## config.mk

```make
export PLATFORM = sky130hd
export DESIGN_NAME = rom_port_arbiter
export DESIGN_NICKNAME = d
export VERILOG_FILES = /design/src/rtl/rom_port_arbiter.sv
export SDC_FILE = /design/constraint.sdc
export NUM_CORES = 1
export LEC_CHECK = 0
export BUFFER_PORTS_ARGS = -buffer_cell sky130_fd_sc_hd__clkbuf_2
export CAP_MARGIN = 15
export CORE_UTILIZATION = 46
export DETAILED_ROUTE_END_ITERATION = 8
export GPL_TIMING_DRIVEN = 0
export PLACE_DENSITY_LB_ADDON = 0.05
export SLEW_MARGIN = 5
export SYNTH_ARGS = -nofsm -noshare
export SYNTH_HDL_FRONTEND = slang
export SYNTH_SLANG_ARGS = --single-unit
```

## constraint.sdc

```tcl
create_clock -name clk -period 1.7 [get_ports clk]
set_input_delay 0.085 -clock clk [delete_from_list [all_inputs] [get_ports clk]]
set_output_delay 0.085 -clock clk [all_outputs]
set_load 0.005 [all_outputs]
```

## src/rtl/rom_port_arbiter.sv

```systemverilog
// Two-port arbiter in front of the shared combinational program/data ROM.
// IF and LD each get a req/gnt/rvalid handshake; one access per two cycles.
module rom_port_arbiter #(
    parameter int ADDR_W        = 32,
    parameter int DATA_W        = 32,
    parameter int MAX_LD_STREAK = 4
) (
    input  logic              clk,
    input  logic              rst,
    input  logic              if_req,
    input  logic [ADDR_W-1:0] if_addr,
    output logic              if_gnt,
    output logic              if_rvalid,
    output logic [DATA_W-1:0] if_rdata,
    input  logic              ld_req,
    input  logic [ADDR_W-1:0] ld_byte_addr,
    output logic              ld_gnt,
    output logic              ld_rvalid,
    output logic [DATA_W-1:0] ld_rdata,
    output logic              ld_misalign,
    output logic [ADDR_W-1:0] rom_addr,
    input  logic [DATA_W-1:0] rom_data,
    output logic              busy
);

    typedef enum logic {IDLE, ACCESS} state_t;

    localparam logic [3:0] STREAK_MAX = 4'(MAX_LD_STREAK);

    state_t      state, state_next;
    logic [3:0]  ld_streak, streak_next;
    logic        ld_win, if_win;
    logic        owner_ld;
    logic        mis_pending;

    // LD normally wins; once it has taken STREAK_MAX grants in a row while IF
    // waited, IF gets the next slot.
    always_comb begin
        // NOTE: every combinational output gets a default first so no path
        // through the case leaves a signal unassigned and infers a latch.
        state_next  = state;
        ld_win      = 1'b0;
        if_win      = 1'b0;
        streak_next = ld_streak;
        case (state)
            IDLE: begin
                if (ld_req && !(if_req && ld_streak == STREAK_MAX)) begin
                    ld_win     = 1'b1;
                    state_next = ACCESS;
                    if (!if_req)
                        streak_next = '0;
                    else if (ld_streak != STREAK_MAX)
                        streak_next = ld_streak + 4'd1;
                end else if (if_req) begin
                    if_win      = 1'b1;
                    streak_next = '0;
                    state_next  = ACCESS;
                end
            end
            ACCESS: state_next = IDLE;
            default: state_next = IDLE;
        endcase
    end

    // NOTE: sequential state uses non-blocking assignments so every register
    // samples the pre-edge values regardless of statement order.
    always_ff @(posedge clk) begin
        if (rst) state <= IDLE;
        else     state <= state_next;
    end

    always_ff @(posedge clk) begin
        if (rst) begin
            ld_streak   <= '0;
            if_gnt      <= 1'b0;
            ld_gnt      <= 1'b0;
            if_rvalid   <= 1'b0;
            ld_rvalid   <= 1'b0;
            if_rdata    <= '0;
            ld_rdata    <= '0;
            ld_misalign <= 1'b0;
            rom_addr    <= '0;
            owner_ld    <= 1'b0;
            mis_pending <= 1'b0;
        end else begin
            ld_streak <= streak_next;
            if_gnt    <= if_win;
            ld_gnt    <= ld_win;
            if_rvalid <= 1'b0;
            ld_rvalid <= 1'b0;
            if (ld_win) begin
                rom_addr    <= {2'b00, ld_byte_addr[ADDR_W-1:2]};
                owner_ld    <= 1'b1;
                mis_pending <= |ld_byte_addr[1:0];
            end else if (if_win) begin
                rom_addr <= if_addr;
                owner_ld <= 1'b0;
            end
            // The ROM is combinational, so data for rom_addr is ready in ACCESS.
            if (state == ACCESS) begin
                if (owner_ld) begin
                    ld_rvalid   <= 1'b1;
                    ld_rdata    <= rom_data;
                    ld_misalign <= mis_pending;
                end else begin
                    if_rvalid <= 1'b1;
                    if_rdata  <= rom_data;
                end
            end
        end
    end

    assign busy = (state == ACCESS);

endmodule

```

==> flow_metrics.env <==
export IMPL_maxCapViolations=0
export IMPL_met2_wirelength_um=6750
export IMPL_root_buffer="clkbuf_8"
export IMPL_synth_seq_cells=108
export IMPL_clk_latency_ns=0.38
export IMPL_nNetsFinal=887
export IMPL_hp_class="input pin to flop"
export IMPL_grt_pass1_wl_um=22000
export IMPL_slew_viol_final=0
export IMPL_hold_viol=0
export IMPL_drtIter0Drc=156
export IMPL_antenna_found_initial=0
export IMPL_max_freq_ghz=0.646
export IMPL_die_area_mm2=0.00940
export IMPL_wl_met1_um=5430
export IMPL_ant_nets=0
export IMPL_synthesis_nets=582
export IMPL_status="completed"
export IMPL_viasPerCell=5.08
export IMPL_clk_pin_slew_ns=0.10
export IMPL_grt_total_usage_pct=29.3
export IMPL_end_kind="flop"
export IMPL_synth_edf_count=0
export IMPL_grt_pass1_vias=4592
export IMPL_die_h_um=97.0
export IMPL_p_leak_nw=2.88
export IMPL_vias=4553
export IMPL_wirelength_um=13400
export IMPL_cp_top_family="flip-flops"
export IMPL_worst_ep_required_time_ns=1.97
export IMPL_worst_setup_path_start_kind="flop"
export IMPL_worst_path_buf_inv=2
export IMPL_portBuffers=201
export IMPL_p_per_area_mw_per_mm2=830
export IMPL_cts_buffers=9
export IMPL_worst_path_max_delay_cell="dfxtp_1"
export IMPL_max_slew_margin_pct=50.8
export IMPL_core_area_mm2=0.00872
export IMPL_highest_layer="met4"
export IMPL_tns_ns=0
export IMPL_rsz0062_at_grt="false"
export IMPL_tritoncts="yes"
export IMPL_synth_flop_cell="dfxtp_1"
export IMPL_syn_to_final_growth_pct=54.8
export IMPL_n_antenna_cell=0
export IMPL_wl_per_cell_um=15.0
export IMPL_layout_drive_gt1_share_pct=34.7
export IMPL_fin_skew_ns=0.00968
export IMPL_grt_overflow_total=0
export IMPL_synth_avg_cell_area_um2=8.64
export IMPL_gp_congestion=0.812
export IMPL_worstPathCellList="inv_1, ha_1, nand4b_1, nand2_2, buf_2, o221a_2"
export IMPL_cpPeakStageDelay_ns=0.39
export IMPL_period_needed_ns=1.55
export IMPL_die_x_um=97.0
export IMPL_ys_async_sr_fraction_pct=0
export IMPL_syn_area_mm2=0.00415
export IMPL_finalSetupViolCount=0
export IMPL_max_vdd_ir_drop_mv=0.525
export IMPL_io_pins=202
export IMPL_post_cts_buffers=0
export IMPL_crit_fanout=10
export IMPL_crit_arrival_ns=1.82
export IMPL_dp_hpwl_um=8620
export IMPL_netlist_instances=480
export IMPL_dpl_worst_slack_ns=0.0837
export IMPL_cts_htree_levels=3
export IMPL_cts_sinks=108
export IMPL_drtPass1Iterations=5
export IMPL_setup_slack_ns=0.151
export IMPL_start_util_pct=47.6
export IMPL_fin_crit_sh_pct=91.1
export IMPL_drc=0
export IMPL_worst_slew_pin_slew_ns=0.738
export IMPL_met3WireLength_um=772
export IMPL_rows=34
export IMPL_yosys_warnings=0
export IMPL_cts_path_max_buffers=2
export IMPL_worst_setup_path_type="flop to flop"
export IMPL_grt_max_degree=19
export IMPL_synth_distinct_cells=30
export IMPL_yosysSeqAreaShare_pct=52.1
## cell usage in the layout (no fill, tap or decap), types with 2 or more instances in the layout
cell and instances:
a21oi_1 90, a21oi_2 10, and2_1 2, buf_1 3, buf_2 16, buf_6 6
clkbuf_1 13, clkbuf_2 201, clkbuf_8 9, clkinv_4 3, dfxtp_1 107, dlygate4sd3_1 93
ha_1 2, inv_1 33, inv_6 2, nand2_1 136, nand3b_1 2, nand4b_1 5
nor2_1 8, o211ai_1 2, o221a_1 9, o221a_2 21
## power by group
group,leakage [nW],internal (mW),switching (mW)
sequential,0.885,2.68,0.0769
combinational,1.90,0.505,0.463
clock,0.100,0.692,0.919
## routing by layer
| metal | up-vias | GRT usage (%) |
|---|---|---|
| met5 | - | 0 |
| met2 | 188 | 50.6 |
| met3 | 41 | 5.56 |
| met4 | 0 | 15.6 |
| li1 | 2226 | - |
| met1 | 2098 | 34.3 |
## cells by family after synthesis
logic type / share of synthesized area, %
compound gates: 23.1
fa+ha+maj: 0.603
buf+inv: 7.99
flops: 52.1
simple gates: 16.2
## synth_stat cells, types with 5 or more instances
| library cell | count | area [um2] |
|---|---|---|
| dfxtp_1 | 108 | 2160 |
| clkbuf_1 | 13 | 48.8 |
| nand2_1 | 137 | 514 |
| nor2_1 | 8 | 30.0 |
| inv_1 | 33 | 124 |
| o221a_2 | 21 | 236 |
| a21oi_1 | 90 | 450 |
| buf_6 | 6 | 67.6 |
| nand4b_1 | 5 | 43.8 |
| a21oi_2 | 10 | 87.6 |
| buf_2 | 16 | 80.1 |
| o221a_1 | 9 | 101 |
## stage by stage
step,std cells,utilization (%),hold slack (ns),power [mW],cell area (um2)
after floorplan,480,-,0.221,3.20,4150
after global placement,789,60.6,0.324,3.56,5290
after detailed placement,789,60.6,0.327,3.58,5290
after CTS,897,73.6,0.0145,5.32,6420
after global routing,897,73.6,0.0286,5.54,6420
final,897,73.6,0.0212,5.33,6420
## worst min-delay path, delay by kind of cell
family          cells  cell delay, ns
buf+inv             1            0.08
simple gates        1            0.10
compound gates      1            0.09
## registers in the layout, indices dropped and copies added (netlist names)
signal / cells
if_rdata: 32
if_gnt: 1
ld_streak: 4
ld_rvalid: 1
busy: 1
ld_misalign: 1
ld_gnt: 1
mis_pending: 1
ld_rdata: 32
owner_ld: 1
rom_addr: 32
if_rvalid: 1
## final timing paths
check / cells after the start / slack, ns / endpoint / from
worst min-delay path: 3 / 0.02 / mis_pending / ld_byte_addr[0]
worst max-delay path: 6 / 0.15 / rom_addr[11] / ld_streak[1]
worst min register to register: 2 / 0.46 / if_rdata[10] / if_rdata[10]
worst max register to register: 6 / 0.15 / rom_addr[11] / ld_streak[1]
## layout make-up
class	instances	area, um2
buffer	38	208
clock buffer	9	124
clock inverter	6	73.8
fill	679	2300
inverter	33	124
multi-input combinational	301	1660
sequential	108	2160
tap	108	135
timing repair buffer	294	1940
## what timing repair did
item	in CTS	in global routing
endpoints found under the hold margin	96	0
gates resized for setup	0	2
hold buffers	93	0
setup endpoints to repair	0	28
Note: power is estimated with default switching activity, not from simulation.
